<file path="src/rtl/bram_rd_arbiter_if.sv">
// Bus bundle between two burst-read requesters, the block RAM read port and
// the read-return stream.
//   requesters : req0/1, addr0/1, len0/1 in; gnt0/1 out
//   ram        : ram_clk, ram_en, ram_addr, ram_rst out; ram_rd_data in
//   return     : rd_valid, rd_data, rd_id, rd_last, busy out
// Modports: slave = arbiter side, master = requesters/RAM/consumer side.
interface bram_rd_arbiter_if #(
  parameter int unsigned ADDR_W = 32,
  parameter int unsigned DATA_W = 32,
  parameter int unsigned LEN_W  = 8
) ();

  logic              req0;
  logic [ADDR_W-1:0] addr0;
  logic [LEN_W-1:0]  len0;
  logic              gnt0;
  logic              req1;
  logic [ADDR_W-1:0] addr1;
  logic [LEN_W-1:0]  len1;
  logic              gnt1;

  logic              ram_clk;
  logic              ram_en;
  logic [ADDR_W-1:0] ram_addr;
  logic [DATA_W-1:0] ram_rd_data;
  logic              ram_rst;

  logic              rd_valid;
  logic [DATA_W-1:0] rd_data;
  logic              rd_id;
  logic              rd_last;
  logic              busy;

  modport slave (
    input  req0, addr0, len0, req1, addr1, len1, ram_rd_data,
    output gnt0, gnt1, ram_clk, ram_en, ram_addr, ram_rst,
    output rd_valid, rd_data, rd_id, rd_last, busy
  );

  modport master (
    output req0, addr0, len0, req1, addr1, len1, ram_rd_data,
    input  gnt0, gnt1, ram_clk, ram_en, ram_addr, ram_rst,
    input  rd_valid, rd_data, rd_id, rd_last, busy
  );

endinterface

</file>
<file path="src/rtl/bram_rd_arbiter.sv">
// Two-requester burst-read arbiter in front of a block RAM read port.
// A grant is a combinational pulse in IDLE; the burst is then issued one word
// per cycle (byte address += 4) and the return sideband (valid/id/last) is
// delayed by RD_LAT to line up with the RAM read data.
// Ports:
//   clk   : single clock (also forwarded as bus.ram_clk)
//   rst_n : asynchronous active-low reset
//   bus   : bram_rd_arbiter_if.slave (requesters, RAM port, return stream)
// Option: define BRAM_RD_ARB_RR_EN for round-robin tie break; otherwise
// requester 0 has fixed priority.
module bram_rd_arbiter #(
  parameter int unsigned ADDR_W = 32,
  parameter int unsigned DATA_W = 32,
  parameter int unsigned LEN_W  = 8,
  parameter int unsigned RD_LAT = 1
) (
  input  logic              clk,
  input  logic              rst_n,
  bram_rd_arbiter_if.slave  bus
);

  typedef enum logic [1:0] {StIdle, StIssue, StDrain} state_e;

  state_e            state_q, state_d;
  logic [ADDR_W-1:0] cur_addr_q;
  logic [ADDR_W-1:0] last_addr_q;
  logic [LEN_W-1:0]  remain_q;
  logic              owner_q;
  logic              drain_cnt_q;

  logic              req_any, win1, grant, issue, issue_last;
  logic [ADDR_W-1:0] sel_addr;
  logic [LEN_W-1:0]  sel_len;
  logic [DATA_W-1:0] rd_data_w;

  logic [RD_LAT-1:0] vld_q, id_q, last_q;

  assign req_any    = bus.req0 | bus.req1;
  // Gated by rst_n so the grant pulse is also forced low while in reset.
  assign grant      = rst_n & (state_q == StIdle) & req_any;
  assign sel_addr   = win1 ? bus.addr1 : bus.addr0;
  assign sel_len    = win1 ? bus.len1 : bus.len0;
  assign issue      = (state_q == StIssue);
  assign issue_last = issue && (remain_q == LEN_W'(1));

`ifdef BRAM_RD_ARB_RR_EN
  logic prio_last_q;  // requester granted most recently

  always_ff @(posedge clk or negedge rst_n) begin
    if (!rst_n) begin
      prio_last_q <= 1'b1;  // so requester 0 wins the first tie
    end else if (grant) begin
      prio_last_q <= win1;
    end
  end

  assign win1 = bus.req1 & (~bus.req0 | ~prio_last_q);
`else
  assign win1 = bus.req1 & ~bus.req0;
`endif

  // State register
  always_ff @(posedge clk or negedge rst_n) begin
    if (!rst_n) begin
      state_q <= StIdle;
    end else begin
      state_q <= state_d;
    end
  end

  // Next-state logic
  always_comb begin
    state_d = state_q;
    unique case (state_q)
      StIdle:  if (grant && (sel_len != '0)) state_d = StIssue;
      StIssue: if (remain_q == LEN_W'(1)) state_d = StDrain;
      StDrain: if (!drain_cnt_q) state_d = StIdle;
      default: state_d = StIdle;
    endcase
  end

  // Output logic
  always_comb begin
    bus.gnt0     = grant & ~win1;
    bus.gnt1     = grant & win1;
    bus.ram_en   = issue;
    // Outside ISSUE the address holds the last word issued.
    bus.ram_addr = issue ? cur_addr_q : last_addr_q;
    bus.busy     = (state_q != StIdle);
  end

  // Burst bookkeeping
  always_ff @(posedge clk or negedge rst_n) begin
    if (!rst_n) begin
      cur_addr_q  <= '0;
      last_addr_q <= '0;
      remain_q    <= '0;
      owner_q     <= 1'b0;
      drain_cnt_q <= 1'b0;
    end else begin
      if (grant) begin
        cur_addr_q <= sel_addr;
        remain_q   <= sel_len;
        owner_q    <= win1;
      end else if (issue) begin
        cur_addr_q  <= cur_addr_q + ADDR_W'(4);
        remain_q    <= remain_q - LEN_W'(1);
        last_addr_q <= cur_addr_q;
      end
      // Counts the DRAIN cycles still to go after the current one.
      if (issue) begin
        drain_cnt_q <= 1'(RD_LAT - 1);
      end else if ((state_q == StDrain) && drain_cnt_q) begin
        drain_cnt_q <= 1'b0;
      end
    end
  end

  // Return sideband pipeline, RD_LAT stages deep
  always_ff @(posedge clk or negedge rst_n) begin
    if (!rst_n) begin
      vld_q  <= '0;
      id_q   <= '0;
      last_q <= '0;
    end else begin
      vld_q  <= RD_LAT'({vld_q, issue});
      id_q   <= RD_LAT'({id_q, owner_q});
      last_q <= RD_LAT'({last_q, issue_last});
    end
  end

  assign rd_data_w    = bus.ram_rd_data;
  assign bus.rd_data  = rd_data_w;
  assign bus.rd_valid = vld_q[RD_LAT-1];
  assign bus.rd_id    = id_q[RD_LAT-1];
  assign bus.rd_last  = last_q[RD_LAT-1];
  assign bus.ram_clk  = clk;
  assign bus.ram_rst  = 1'b0;

endmodule

</file>
<file path="src/flat_wrapper.sv">
// flat-port wrapper written by rule: the top's interface ports become plain ports
module bram_rd_arbiter_flat 
#(
  parameter int unsigned ADDR_W = 32,
  parameter int unsigned DATA_W = 32,
  parameter int unsigned LEN_W  = 8,
  parameter int unsigned RD_LAT = 1
)
  (clk, rst_n, bus_req0, bus_addr0, bus_len0, bus_req1, bus_addr1, bus_len1, bus_ram_rd_data, bus_gnt0, bus_gnt1, bus_ram_clk, bus_ram_en, bus_ram_addr, bus_ram_rst, bus_rd_valid, bus_rd_data, bus_rd_id, bus_rd_last, bus_busy);
  bram_rd_arbiter_if #(.ADDR_W(ADDR_W), .DATA_W(DATA_W), .LEN_W(LEN_W)) bus_i ();
  input  logic clk;
  input  logic rst_n;
  input wire logic [$bits(bus_i.req0)-1:0] bus_req0;
  input wire logic [$bits(bus_i.addr0)-1:0] bus_addr0;
  input wire logic [$bits(bus_i.len0)-1:0] bus_len0;
  input wire logic [$bits(bus_i.req1)-1:0] bus_req1;
  input wire logic [$bits(bus_i.addr1)-1:0] bus_addr1;
  input wire logic [$bits(bus_i.len1)-1:0] bus_len1;
  input wire logic [$bits(bus_i.ram_rd_data)-1:0] bus_ram_rd_data;
  output wire logic [$bits(bus_i.gnt0)-1:0] bus_gnt0;
  output wire logic [$bits(bus_i.gnt1)-1:0] bus_gnt1;
  output wire logic [$bits(bus_i.ram_clk)-1:0] bus_ram_clk;
  output wire logic [$bits(bus_i.ram_en)-1:0] bus_ram_en;
  output wire logic [$bits(bus_i.ram_addr)-1:0] bus_ram_addr;
  output wire logic [$bits(bus_i.ram_rst)-1:0] bus_ram_rst;
  output wire logic [$bits(bus_i.rd_valid)-1:0] bus_rd_valid;
  output wire logic [$bits(bus_i.rd_data)-1:0] bus_rd_data;
  output wire logic [$bits(bus_i.rd_id)-1:0] bus_rd_id;
  output wire logic [$bits(bus_i.rd_last)-1:0] bus_rd_last;
  output wire logic [$bits(bus_i.busy)-1:0] bus_busy;
  assign bus_i.req0 = bus_req0;
  assign bus_i.addr0 = bus_addr0;
  assign bus_i.len0 = bus_len0;
  assign bus_i.req1 = bus_req1;
  assign bus_i.addr1 = bus_addr1;
  assign bus_i.len1 = bus_len1;
  assign bus_i.ram_rd_data = bus_ram_rd_data;
  assign bus_gnt0 = bus_i.gnt0;
  assign bus_gnt1 = bus_i.gnt1;
  assign bus_ram_clk = bus_i.ram_clk;
  assign bus_ram_en = bus_i.ram_en;
  assign bus_ram_addr = bus_i.ram_addr;
  assign bus_ram_rst = bus_i.ram_rst;
  assign bus_rd_valid = bus_i.rd_valid;
  assign bus_rd_data = bus_i.rd_data;
  assign bus_rd_id = bus_i.rd_id;
  assign bus_rd_last = bus_i.rd_last;
  assign bus_busy = bus_i.busy;
  bram_rd_arbiter #(.ADDR_W(ADDR_W), .DATA_W(DATA_W), .LEN_W(LEN_W), .RD_LAT(RD_LAT)) u_core (.clk(clk), .rst_n(rst_n), .bus(bus_i));
endmodule
</file>
<file path="config.mk">
export PLATFORM = sky130hd
export DESIGN_NAME = bram_rd_arbiter_flat
export DESIGN_NICKNAME = d
export VERILOG_FILES = /design/src/rtl/bram_rd_arbiter_if.sv /design/src/rtl/bram_rd_arbiter.sv /design/src/flat_wrapper.sv
export SDC_FILE = /design/constraint.sdc
export NUM_CORES = 1
export LEC_CHECK = 0
export CAP_MARGIN = 20
export CORE_ASPECT_RATIO = 1.25
export CORE_MARGIN = 1
export CORE_UTILIZATION = 40
export DETAILED_ROUTE_END_ITERATION = 7
export PLACE_DENSITY = 0.76
export SLEW_MARGIN = 15
export SYNTH_ARGS = -nofsm -noshare
export SYNTH_HDL_FRONTEND = slang
export SYNTH_SLANG_ARGS = --single-unit
</file>
<file path="constraint.sdc">
create_clock -name clk -period 4.1 [get_ports clk]
set_clock_uncertainty 0.1 [all_clocks]
set_input_delay 1.025 -clock clk [delete_from_list [all_inputs] [get_ports clk]]
set_output_delay 1.025 -clock clk [all_outputs]
set_load 0.01 [all_outputs]
</file>
After elaboration in Yosys (flattened, before gate mapping)
Cells that the tools add are included.
{"block": "word_totals", "register_bits": 79, "inputBits": 116, "word_cells": 47}
{"block": "op_classes", "add_sub_neg": 2, "n_mux": 13, "reduce_logical": 9, "n_eq_ne": 6, "bitwise_logic": 8}
{"op": "$mux 32", "n": 4}
{"op": "$add 32x3->32 const B", "n": 1}
{"op": "$mux 8", "n": 3}
{"op": "$eq 8x1->1 const B", "n": 1}
{"op": "$reduce_bool 8->1", "n": 1}
{"op": "$sub 8x1->8 const B", "n": 1}
{"op": "$mux 2", "n": 3}
{"op": "$ne 2x2->1 const B", "n": 3}
{"op": "$pmux 2 s3", "n": 1}
{"op": "$reduce_bool 2->1", "n": 3}
{"op": "$and 1x1->1", "n": 5}
{"op": "$logic_and 1x1->1", "n": 3}
{"op": "$reduce_and 3->1", "n": 1}
{"op": "$eq 2x1->1 const B", "n": 1}
{"op": "$eq 2x2->1 const B", "n": 1}
{"op": "$logic_not 2->1", "n": 1}
{"op": "$mux 1", "n": 2}
{"op": "$not 1->1", "n": 2}
{"op": "$or 1x1->1", "n": 1}

Longest topological paths before layout
Gate-level depths: netlist of the first run.
{"block": "depth", "depth_word": 7, "mapped_depth": 8, "mapped_depth_nobuf": 7}

==> results of run 1 <==
==> path summary, 6_finish.rpt <==
kind                       cells after the start                                 to
setup / recovery                               3                        bus_ram_clk
setup reg to reg                               6  u_core.cur_addr_q[22]$_DFFE_PN0P_
min in group asynchronous                      1  u_core.cur_addr_q[25]$_DFFE_PN0P_
hold / removal                                 0         u_core.bus.rd_id$_DFF_PN0_
max in group asynchronous                      2   u_core.cur_addr_q[5]$_DFFE_PN0P_
hold reg to reg                                0         u_core.bus.rd_id$_DFF_PN0_
==> Yosys cell counts (10+ instances only) <==
library cell	count	area, um2
a21oi_1	26	130
a22oi_1	10	75.1
a31oi_1	10	62.6
buf_2	10	50.1
buf_4	34	255
clkbuf_1	16	60.1
dfrtp_1	78	1950
nand2_1	174	653
nand3_1	27	135
nor2_1	25	93.8
o21ai_0	11	55.1
o21ai_1	10	50.1
==> per-layer routing <==
metal | share of wire | track usage | vias up
li1 | - | - | 2095
met4 | 0.011 | 0.0744 | 0
met3 | 0.084 | 0.0582 | 17
met5 | 0 | 0 | -
met1 | 0.41 | 0.284 | 2079
met2 | 0.49 | 0.382 | 216
==> per-stage QoR <==
step                      area (um2)  worst slack [ps]  power (mW)  hold WS [ps]   util
final                           6040               219        4.33           295  0.545
after detailed placement        5670               476        3.39           270  0.511
after global placement          5670               476        3.33           262  0.511
after floorplan                 4550               806        2.54           254      -
after global routing            6040               202        4.64           306  0.545
after CTS                       6040               213        4.36           296  0.545
==> registers in the layout, indices dropped and copies added, names as in the netlist <==
signal               count
u_core.last_addr_q      32
u_core.bus.rd_id         1
u_core.bus.rd_last       1
u_core.remain_q          8
u_core.owner_q           1
u_core.cur_addr_q       32
u_core.bus.rd_valid      1
u_core.state_q           2
==> kinds of logic after synthesis <==
group	Yosys count
AO/OA/AOI/OAI	108
XOR/XNOR	4
adder cells (fa/ha/maj)	3
buffers and inverters	72
flip-flops	78
multiplexers	5
other	1
AND/OR/NAND/NOR	286
==> power by group through the flow <==
| stage | logic (mW) | registers [mW] | clock network [mW] |
|---|---|---|---|
| after CTS | 1.94 | 1.43 | 0.986 |
| after floorplan | 1.17 | 1.35 | 0.0201 |
| after global placement | 1.88 | 1.42 | 0.0248 |
| after detailed placement | 1.93 | 1.44 | 0.0248 |
| after global routing | 2.14 | 1.48 | 1.02 |
| final | 1.92 | 1.44 | 0.970 |
==> critical path, delay by kind of cell <==
family	cells	cell delay, ps
buffers and inverters	3	700
==> area by class of cell <==
cell class              count  area, um2  share of cell area
repair buffers            134       1310               0.217
inverters                   8       30.0             0.00497
multi-input cells         407       2200               0.364
flip-flops and latches     78       1950               0.323
clock buffers              16        342              0.0565
clock inverters             4       45.0             0.00745
well taps                 135        169              0.0279
==> flow_summary.json, run 1 <==
{
  "grt_usage": 0.227,
  "dr.pass1.iters": 6,
  "diodes": 0,
  "crit_chain": "clkbuf_16, clkbuf_16, clkdlybuf4s50_1",
  "ant_nets": 0,
  "synth_cell_type_count": 61,
  "synth_nets": 676,
  "pwr-share-seq": 0.332,
  "finalSetupTns_ps": 0,
  "row_count": 43,
  "crit_top_cell": "clkbuf_16",
  "holdCritStartpoint": "u_core.owner_q$_DFFE_PN0P_",
  "muxShareOfSynthArea": 0.0110,
  "fp.dieH_um": 121,
  "synth_edf_count": 0,
  "die_x_um": 97.4,
  "finalSetupViolCount": 0,
  "syn_area_mm2": 0.00455,
  "initial_core_util": 0.410,
  "rsz0062_at_grt": "no",
  "ys.flop_type": "dfrtp_1",
  "syn2layout_area_growth_pct": 32.9,
  "ios": 189,
  "fin_nets": 761,
  "gp_congestion": 0.831,
  "hold_class": "reg2reg",
  "cp.required_ps": 2970,
  "critPathLaunch": "clk",
  "synth_warnings": 0,
  "wl_mm": 13.1,
  "io_buffers": 123,
  "ys_async_sr_fraction": 1.00,
  "final_cell_mix": "nand2_1 (173), clkdlybuf4s50_1 (122), dfrtp_1 (78), nand3_1 (27), a21oi_1 (26)",
  "grt_max_degree": 70,
  "dp_cells": 763,
  "dieArea_mm2": 0.0118,
  "grt_pass1_wl_mm": 21.1,
  "ys_ff_latch": 78,
  "status": "complete, no violations",
  "power_frac_clock": 0.224,
  "hold_buffers": 0,
  "drc": 0,
  "cp-end-kind": "output pin",
  "post_cts_resized": 0,
  "synth_fa_ha_area_frac": 0.00825,
  "core_area_mm2": 0.0111,
  "clkSlewWorstSetupHoldPaths_ps": 60,
  "grt_pass1_vias": 4344,
  "cellLeakagePower_nw": 2.68,
  "stdcell_count": 782,
  "viasPerCell": 5.64,
  "drt_iter0_drc": 364,
  "power_density_mw_per_mm2": 716,
  "synth_top_family_by_area": "simple AND/OR/NAND/NOR gates",
  "antenna_found_initial": 0,
  "layout-drive-gt1-share": 0.0680,
  "cts_tree": "done",
  "worst_slew_pin_slew_ps": 896,
  "layout_commonest_cell": "nand2_1",
  "slew_violations": 0,
  "rr_startpoint": "u_core.cur_addr_q[2]$_DFFE_PN0P_",
  "synth_xor_area_frac": 0.00770,
  "cts_setup_buffers": 0,
  "sw_frac_of_total": 0.379,
  "synth_cells": 557,
  "ir_worst_vdd_mv": 0.308,
  "combPwrFrac": 0.443,
  "internal_power_mw": 2.69,
  "syn_area_per_cell_um2": 8.17,
  "vias": 4407,
  "p_sw_mw": 1.64,
  "synth_seq_area_share": 0.429,
  "yosys.area_share.simple": 0.292,
  "slew_headroom": 0.403,
  "clk_latency_ps": 450,
  "worst-r2r-setup-slack_ps": 1770,
  "synth_compound_area_frac": 0.161,
  "wire_per_inst_um": 16.7,
  "maxCapViolCount": 0,
  "timing_hold_violations_final": 0,
  "crit_path_max_fanout": 2,
  "crit_type": "clk2out",
  "slowest_delay_ps": 460,
  "hpwl_mm": 9.27,
  "worstPathArrival_ps": 2760,
  "crit_path_start_kind": "clock port",
  "grt-ovfl-total": 0,
  "cp_slowest_cell": "clkdlybuf4s50_1",
  "fillCellCount": 1033
}
(Power assumes the default switching activity.)
==> run 2: changes to the inputs <==
Settings changed: SLEW_MARGIN 15 to 20, TNS_END_PERCENT set to 1.
==> results of run 2 <==
The final DEF is identical to that of run 1; final timing and power are the same.
